### src/rtl/regfile_wr_arbiter.sv
// Sole owner of the regfile write port: zero-fills every entry after reset, then
// round-robin arbitrates two valid/ready writeback requesters onto registered we/wa/wd.
module regfile_wr_arbiter #(
  parameter int RWIDTH       = 6,
  parameter int DWIDTH       = 32,
  parameter int ZERO_PROTECT = 0
) (
  input  logic              clk,
  input  logic              rst_n,
  input  logic              req0_valid,
  input  logic [RWIDTH-1:0] req0_addr,
  input  logic [DWIDTH-1:0] req0_data,
  output logic              req0_ready,
  input  logic              req1_valid,
  input  logic [RWIDTH-1:0] req1_addr,
  input  logic [DWIDTH-1:0] req1_data,
  output logic              req1_ready,
  output logic              we,
  output logic [RWIDTH-1:0] wa,
  output logic [DWIDTH-1:0] wd,
  output logic              init_done,
  output logic              last_grant
);

  // The fill counter carries one extra bit so the terminal count marks "all entries written".
  localparam logic [RWIDTH:0] FILL_END = {1'b1, {RWIDTH{1'b0}}};

  typedef enum logic {ST_INIT, ST_RUN} state_t;

  state_t            state_reg, state_next;
  logic [RWIDTH:0]   fill_cnt_reg, fill_cnt_next;
  logic              ptr_reg, ptr_next;
  logic              we_reg, we_next;
  logic [RWIDTH-1:0] wa_reg, wa_next;
  logic [DWIDTH-1:0] wd_reg, wd_next;
  logic              init_done_reg, init_done_next;
  logic              last_grant_reg, last_grant_next;
  logic              grant0, grant1;
  logic [RWIDTH-1:0] sel_addr;
  logic [DWIDTH-1:0] sel_data;

  always_comb begin
    state_next      = state_reg;
    fill_cnt_next   = fill_cnt_reg;
    ptr_next        = ptr_reg;
    we_next         = 1'b0;
    wa_next         = wa_reg;
    wd_next         = wd_reg;
    init_done_next  = init_done_reg;
    last_grant_next = last_grant_reg;
    grant0          = 1'b0;
    grant1          = 1'b0;
    sel_addr        = req0_addr;
    sel_data        = req0_data;

    case (state_reg)
      ST_INIT: begin
        if (fill_cnt_reg == FILL_END) begin
          state_next     = ST_RUN;
          init_done_next = 1'b1;
        end else begin
          we_next       = 1'b1;
          wa_next       = fill_cnt_reg[RWIDTH-1:0];
          wd_next       = '0;
          fill_cnt_next = fill_cnt_reg + 1'b1;
        end
      end
      ST_RUN: begin
        // Pointer only breaks ties; a lone requester always wins.
        grant0 = req0_valid && (!req1_valid || !ptr_reg);
        grant1 = req1_valid && (!req0_valid ||  ptr_reg);
        if (grant1) begin
          sel_addr = req1_addr;
          sel_data = req1_data;
        end
        if (grant0 || grant1) begin
          last_grant_next = grant1;
          ptr_next        = !grant1;
          if (!((ZERO_PROTECT != 0) && (sel_addr == '0))) begin
            we_next = 1'b1;
            wa_next = sel_addr;
            wd_next = sel_data;
          end
        end
      end
      default: state_next = ST_INIT;
    endcase
  end

  always_ff @(posedge clk or negedge rst_n) begin
    if (!rst_n) begin
      state_reg      <= ST_INIT;
      fill_cnt_reg   <= '0;
      ptr_reg        <= 1'b0;
      we_reg         <= 1'b0;
      wa_reg         <= '0;
      wd_reg         <= '0;
      init_done_reg  <= 1'b0;
      last_grant_reg <= 1'b0;
    end else begin
      state_reg      <= state_next;
      fill_cnt_reg   <= fill_cnt_next;
      ptr_reg        <= ptr_next;
      we_reg         <= we_next;
      wa_reg         <= wa_next;
      wd_reg         <= wd_next;
      init_done_reg  <= init_done_next;
      last_grant_reg <= last_grant_next;
    end
  end

  assign req0_ready = grant0;
  assign req1_ready = grant1;
  assign we         = we_reg;
  assign wa         = wa_reg;
  assign wd         = wd_reg;
  assign init_done  = init_done_reg;
  assign last_grant = last_grant_reg;

endmodule

### config.mk
export PLATFORM = sky130hd
export DESIGN_NAME = regfile_wr_arbiter
export DESIGN_NICKNAME = d
export VERILOG_FILES = /design/src/rtl/regfile_wr_arbiter.sv
export SDC_FILE = /design/constraint.sdc
export NUM_CORES = 1
export LEC_CHECK = 0
export CAP_MARGIN = 20
export CORE_MARGIN = 4
export CORE_UTILIZATION = 44
export DETAILED_ROUTE_END_ITERATION = 10
export PLACE_DENSITY_LB_ADDON = 0.25
export SLEW_MARGIN = 30
export SYNTH_ARGS = -nofsm -noshare
export SYNTH_HDL_FRONTEND = slang
export SYNTH_SLANG_ARGS = --single-unit
### constraint.sdc
create_clock -name clk -period 2.25 [get_ports clk]
set_input_delay 0.45 -clock clk [delete_from_list [all_inputs] [get_ports clk]]
set_output_delay 0.45 -clock clk [all_outputs]
set_load 0.1 [all_outputs]
After elaboration in Yosys (flattened, before gate mapping)
Cells that the tools add are included.

word-level totals
  flip-flop bits (word level) = 50
  bits in latches = 0
  bits in writable memories = 0
  bits in read-only memories = 0
  input port bits = 80
  output and inout port bits = 43
  word-level logic and storage cells = 42
  memories = 0

operators by class
  $add $sub $neg = 1
  multipliers = 0
  divide/modulo/power cells = 0
  $lt $le $gt $ge = 0
  equality and inequality tests = 3
  shift-type cells = 0
  muxes and demuxes = 15
  bitwise gates (word level) = 2
  reduce and logical (&&, ||, !) cells = 13

operators by type and width
  cell                                                              count
  32-bit two-way mux                                                3
  32-bit one-hot mux with 2 select lines                            1
  6-bit two-way mux                                                 3
  6-bit one-hot mux with 2 select lines                             1
  2-bit AND reduction                                               4
  7-bit by 1-bit adder with 7-bit output (second input constant)    1
  7-bit equality test (second input constant)                       1
  1-bit two-way mux                                                 6
  1-bit zero test                                                   4
  1-bit logical OR                                                  3
  1-bit logical AND                                                 2
  2-bit by 1-bit != test with 1-bit output (second input constant)  1
  2-bit != test (second input constant)                             1
  1-bit NOT                                                         2
  1-bit one-hot mux with 2 select lines                             1

Longest topological paths before layout
Gate-level depths: netlist of the first run.

  depth in word-level cells = 6
  gate-level depth with buffers = 7
  gate-level depth less buffers = 5

Worst setup path after synthesis of the first run
No wires, ideal clock.

  kind = reg-to-output
  start = reg state_reg
  end = out req1_ready
  data arrival time = 2183 ps
  data required time = 1800 ps
  slack = -383 ps
  stages on the path, launching flop included = 5
  buffers on the path = 2
  path through = dfrtp_1 -> clkbuf_1 -> clkbuf_1 -> nand2_1 -> nor2_1

between the ends
  word-level cells in the longest chain between the ends = 1

ends and longest elaborated chain
  what                    RTL line  RTL
  start, declared         30        state_t state_reg, state_next;
  start signal, assigned  101       state_reg <= state_next;
  1-bit two-way mux       56        case (state_reg)
  end, declared           17        output logic req1_ready,

No other way between the ends.

Worst setup path in the final report of the first run
  start = in req0_valid
  end = out req0_ready

between the ends
  word-level cells in the longest chain between the ends = 2

ends and longest elaborated chain
  what               RTL line  RTL
  start, declared    10        input logic req0_valid,
  1-bit logical AND  70        grant0 = req0_valid && (!req1_valid || !ptr_reg);
  1-bit two-way mux  56
  end, declared      13        output logic req0_ready,

No other way between the ends.

==> results of run 1 <==
==> worst reg2reg max path, delay by kind of cell, from the launching register on <==
kind                   cells  cell delay [ps]
flip-flops                 1              610
AO/OA/AOI/OAI              2              300
buffers and inverters      2              790
==> worst min path at each step <==
stage                    startpoint         endpoint
floorplan                     rst_n  fill_cnt_reg[0]
global placement    fill_cnt_reg[6]  fill_cnt_reg[6]
detailed placement  fill_cnt_reg[6]  fill_cnt_reg[6]
CTS                           rst_n            wa[1]
global route                  rst_n            wa[1]
finish                        rst_n  fill_cnt_reg[0]
==> metrics by stage <==
step           power (µW)  cells   util
3_5_place_dp         1220    548  0.639
5_1_grt              1940    556  0.656
2_1_floorplan        1030    355      -
3_3_place_gp         1220    548  0.639
4_1_cts              1880    556  0.656
6_report             1880    556  0.656
==> area by class of cell <==
| type | count | area [µm²] | area share |
|---|---|---|---|
| Multi-Input combinational cell | 260 | 1760 | 0.388 |
| Clock inverter | 1 | 30.0 | 0.00663 |
| Tap cell | 96 | 120 | 0.0265 |
| Timing Repair Buffer | 137 | 1270 | 0.279 |
| Clock buffer | 7 | 86.3 | 0.0191 |
| Inverter | 5 | 18.8 | 0.00414 |
| Sequential cell | 50 | 1250 | 0.276 |
==> cells in the mapped netlist (2+ instances only) <==
cell / instances
inv_1: 5
a221oi_1: 2
dfrtp_1: 50
buf_1: 3
nand2_1: 72
nor2_1: 3
nand4b_1: 2
clkbuf_1: 25
xnor2_1: 5
a311oi_1: 4
buf_2: 12
a41oi_1: 36
and2_1: 2
nand3_1: 42
a211oi_1: 2
and3_1: 3
a31oi_1: 32
ha_1: 2
mux2_2: 40
a21oi_1: 3
==> cells by family after synthesis <==
group,after synthesis,synth area share
multiplexers,40,0.141
flip-flops,50,0.392
AO/OA/AOI/OAI,86,0.206
AND/OR/NAND/NOR,127,0.181
adder cells (fa/ha/maj),2,0.00784
buffers and inverters,45,0.0576
XOR/XNOR,5,0.0137
==> power by group through the flow <==
stage | clock, µW | sequential (µW) | combinational [µW]
6_report | 670 | 898 | 307
3_5_place_dp | 0 | 916 | 306
5_1_grt | 714 | 898 | 332
4_1_cts | 678 | 898 | 307
3_3_place_gp | 0 | 916 | 301
2_1_floorplan | 0 | 916 | 109
==> routing by layer <==
layer	GRT usage	wire length [µm]	share of wire
met5	0	0	0
met4	0.0708	159	0.016
met3	0.0306	640	0.063
met1	0.294	3950	0.39
met2	0.411	5440	0.53
==> summary.md, run 1 <==
| Metric | Value |
|---|---|
| Clock sink total | `50` |
| Vias/cell | `6.01` |
| Startpoint types | `input pin` |
| Hold Slack | `123 ps` |
| Post-DP Area | `4420 µm²` |
| Largest register FFs | `32` |
| Worst Reg2Reg Path Length in Cells | `4` |
| Fillers | `576` |
| Number of synthesized flops with an enable pin | `0` |
| Clock Power Share | `0.357` |
| First-pass GRT wire length | `16.5 mm` |
| Crit path buffers/inverters | `2` |
| Share of layout cells above drive strength 1 | `0.243` |
| Skew-Pair Late Insertion Delay | `310 ps` |
| Clk_skew | `9.82 ps` |
| Cell Area, Synth | `3190 µm²` |
| DPL Wire Length | `7.01 mm` |
| Fmax | `476 MHz` |
| I/O Buffers | `122` |
| FF-to-FF Start | `state_reg` |
| Pleak | `0.00189 µW` |
| DR WL/cell | `18.3 µm` |
| Power share of the sequential group | `0.479` |
| Die ar. | `8680 µm²` |
| Top cell type's share of synthesized area | `0.392` |
| Post-Synthesis Cells | `355` |
| Critical Path Start | `req0_valid` |
| Crit Path Class | `input pin to primary output` |
| GR Util All Layers | `0.232` |
| Clk root buf | `clkbuf_8` |
| Tmin final | `2100 ps` |
| Power per cell area | `414 nW/µm²` |
| Final WL | `10.2 mm` |
| Io pins | `123` |
| Critical Path Fanout Max | `3` |
| Initial Utilization | `0.462` |
| Peak VDD IR | `0.309 mV` |
| Core Box Area | `6910 µm²` |
| Worst-path clk slew | `100 ps` |
| Area Growth Syn to Fin | `42.0%` |
| Row count | `30` |
| Worst slew margin | `0.626` |
| CP cell instances | `clkdlybuf4s50_1, a21boi_2, and2_1, buf_12` |
| Post-cts hold buffer count | `0` |
| Worst-Margin Slew | `561 ps` |
| Slew Limit Fails | `0` |
| Status | `complete, no violations` |
| Die height | `93.2 µm` |
| Syn Area/Cell | `8.99 µm²` |
| RR Endpoint | `wd[24]` |
| RSZ-0062 raised after global routing | `no` |
| Most frequent cells in the layout | `77 x clkdlybuf4s50_1, 72 x nand2_1, 54 x buf_4` |
| Cts repair resizes | `0` |
| Leading area contributor after synthesis | `dfrtp_1` |
| Fraction of registers with async set/reset | `1.00` |
| Fin crit share | `0.934` |
| Worst setup path endpoint | `req0_ready` |
| Critical Path End Type | `primary output` |
| DR pass1 iterations | `4` |
| Crit path largest cell delay | `530 ps` |
| Largest net degree at the start of global routing | `40` |
| Die span in x | `93.2 µm` |
| P_int | `1440 µW` |
| Design Area, Final | `4530 µm²` |
| Sw Ratio | `0.231` |
| Data required, critical path | `1800 ps` |
| Final Worst Setup Slack | `149 ps` |
| Syn_nets | `437` |
| DRC | `0` |
| Max-Cap Viols | `0` |
| Setup total negative slack | `0 ps` |
| Unique cell type count in the Yosys netlist | `30` |
| Synth area leaders | `dfrtp_1 39%, mux2_2 14%, a41oi_1 9.9%, nand2_1 8.5%, nand3_1 6.6%` |
| Gp weighted congestion | `0.796` |
| Post-synthesis sequential area ratio | `0.392` |
| Initial antenna violation count | `0` |
| Initial drt markers | `213` |
| Antenna Cells | `0` |
| Flop2flop setup slack | `460 ps` |
| Vias in the first global route | `3385` |
| Most common cell after layout, fill and taps aside | `clkdlybuf4s50_1` |
| Combinational share of power | `0.164` |
| Final setup viols | `0` |
| Dominant synthesized flop cell | `dfrtp_1` |
| Routed Antenna Nets | `0` |
| Worst Hold Class | `input pin to async pin` |
| Post-CTS setup repair buffer count | `0` |
| Worst path depth | `4` |
| Critical path's slowest cell | `clkdlybuf4s50_1` |
| Synthesis warning total | `0` |
| #FFs+latches synth | `50` |
| Post-Place Worst Slack | `145 ps` |
| Top cell family by delay on the critical path | `buffers and inverters` |
| CTS tree | `built` |
| Final hold violations | `0` |
| Psw | `433 µW` |
| CP Data Arrival Time | `1650 ps` |
| CTS max path bufs | `2` |
| CTS H-Tree Depth | `2` |
| Vias post-DR | `3343` |
| TritonCTS Buffers | `5` |
| Net count reported at finish | `541` |
| Grt total ovfl | `0` |
Power figures use the tool's default switching activity.
==> run 2, diff against run 1 <==
Settings changed: CORE_MARGIN 4 to 10, SKIP_CTS_REPAIR_TIMING set to 1.
==> summary.md, run 2 (same netlist as run 1, synthesis figures left out) <==
| Metric | Value |
|---|---|
| Status | `complete, no violations` |
| Worst setup path endpoint | `req1_ready` |
| Fin crit share | `0.902` |
| Worst-Margin Slew | `493 ps` |
| GR Util All Layers | `0.185` |
| Critical Path End Type | `primary output` |
| Power per cell area | `399 nW/µm²` |
| Peak VDD IR | `0.209 mV` |
| DRC | `0` |
| Worst slew margin | `0.672` |
| Worst path depth | `3` |
| Tmin final | `2030 ps` |
| Slew Limit Fails | `0` |
| RR Endpoint | `fill_cnt_reg[1]` |
| Flop2flop setup slack | `530 ps` |
| Die ar. | `11100 µm²` |
| Routed Antenna Nets | `0` |
| Area Growth Syn to Fin | `42.3%` |
| Die span in x | `105 µm` |
| Initial drt markers | `195` |
| DR WL/cell | `19.1 µm` |
| Grt total ovfl | `0` |
| Vias in the first global route | `3365` |
| Final Worst Setup Slack | `220 ps` |
| Crit path buffers/inverters | `1` |
| Vias post-DR | `3371` |
| TritonCTS Buffers | `5` |
| Largest register FFs | `32` |
| Fillers | `574` |
| FF-to-FF Start | `fill_cnt_reg[0]` |
| Gp weighted congestion | `0.802` |
| Row count | `30` |
| Initial Utilization | `0.462` |
| DPL Wire Length | `7.55 mm` |
| Setup total negative slack | `0 ps` |
| Worst-path clk slew | `90 ps` |
| Hold Slack | `121 ps` |
| Most frequent cells in the layout | `77 x clkdlybuf4s50_1, 72 x nand2_1, 55 x buf_4` |
| Top cell family by delay on the critical path | `flip-flops` |
| Share of layout cells above drive strength 1 | `0.247` |
| Core Box Area | `6910 µm²` |
| I/O Buffers | `122` |
| CTS max path bufs | `2` |
| First-pass GRT wire length | `17.5 mm` |
| Crit path largest cell delay | `690 ps` |
| Clock sink total | `50` |
| Most common cell after layout, fill and taps aside | `clkdlybuf4s50_1` |
| Io pins | `123` |
| CTS tree | `built` |
| Post-Place Worst Slack | `210 ps` |
| Die height | `105 µm` |
| CTS H-Tree Depth | `2` |
| Worst Reg2Reg Path Length in Cells | `5` |
| CP cell instances | `nand2_1, nor2_2, buf_12` |
| Startpoint types | `flop` |
| Critical Path Fanout Max | `29` |
| Net count reported at finish | `542` |
| Fmax | `493 MHz` |
| Max-Cap Viols | `0` |
| Final WL | `10.7 mm` |
| RSZ-0062 raised after global routing | `no` |
| CP Data Arrival Time | `1580 ps` |
| Initial antenna violation count | `0` |
| Final setup viols | `0` |
| Vias/cell | `6.05` |
| Antenna Cells | `0` |
| Worst Hold Class | `input pin to async pin` |
| Data required, critical path | `1800 ps` |
| Pleak | `0.00190 µW` |
| Critical Path Start | `state_reg` |
| DR pass1 iterations | `4` |
| Largest net degree at the start of global routing | `51` |
| Clk root buf | `clkbuf_8` |
| Final hold violations | `0` |
| Crit Path Class | `flop to primary output` |
| Skew-Pair Late Insertion Delay | `300 ps` |
| Critical path's slowest cell | `dfrtp_2` |
| Clk_skew | `9.97 ps` |
## run 2: cell count changes in the layout (fill, tap and decap cells not counted), sizes merged
cell / delta
buf: +1
bufinv: -1
clkbuf: +1
## run 2: routing by layer
layer	global-route usage	wire length, µm	vias up
li1	-	-	1548
met1	0.226	4390	1704
met2	0.319	5550	107
met3	0.0448	563	12
met4	0.0451	153	0
met5	0	0	-
## run 2: worst min-delay path by stage
stage / slack (ps) / to / start / depth (start not counted)
2_1_floorplan: 150 / fill_cnt_reg[0] / rst_n / 0
3_3_place_gp: 450 / fill_cnt_reg[6] / fill_cnt_reg[6] / 1
3_5_place_dp: 460 / we / rst_n / 2
4_1_cts: 130 / init_done / rst_n / 2
5_1_grt: 120 / we / rst_n / 2
6_report: 120 / we / rst_n / 2
## run 2: final cells by class
cell class / count / area (µm²) / area share
Clock buffer: 8 / 110 / 0.0242
Inverter: 5 / 18.8 / 0.00413
Multi-Input combinational cell: 260 / 1770 / 0.389
Sequential cell: 50 / 1250 / 0.276
Tap cell: 96 / 120 / 0.0265
Timing Repair Buffer: 138 / 1270 / 0.281
## run 2: worst reg2reg max path, cell delays in order (launching register included)
cell and delay, ps:
dfrtp_1 430, inv_1 90, ha_1 210, and2_1 180, a21oi_1 330, mux2_2 380
## run 2: metrics by stage
step	cells	power, µW	utilization	instance area [µm²]
finish	557	1810	0.657	4540
global route	557	1890	0.657	4540
CTS	557	1820	0.657	4540
detailed placement	549	1220	0.641	4430
global placement	549	1220	0.641	4430
floorplan	355	1030	-	3190
## run 2: report_power, final
part	internal [µW]	switching, µW	total (µW)
registers	898	0	898
clock network	311	295	606
logic	182	123	305
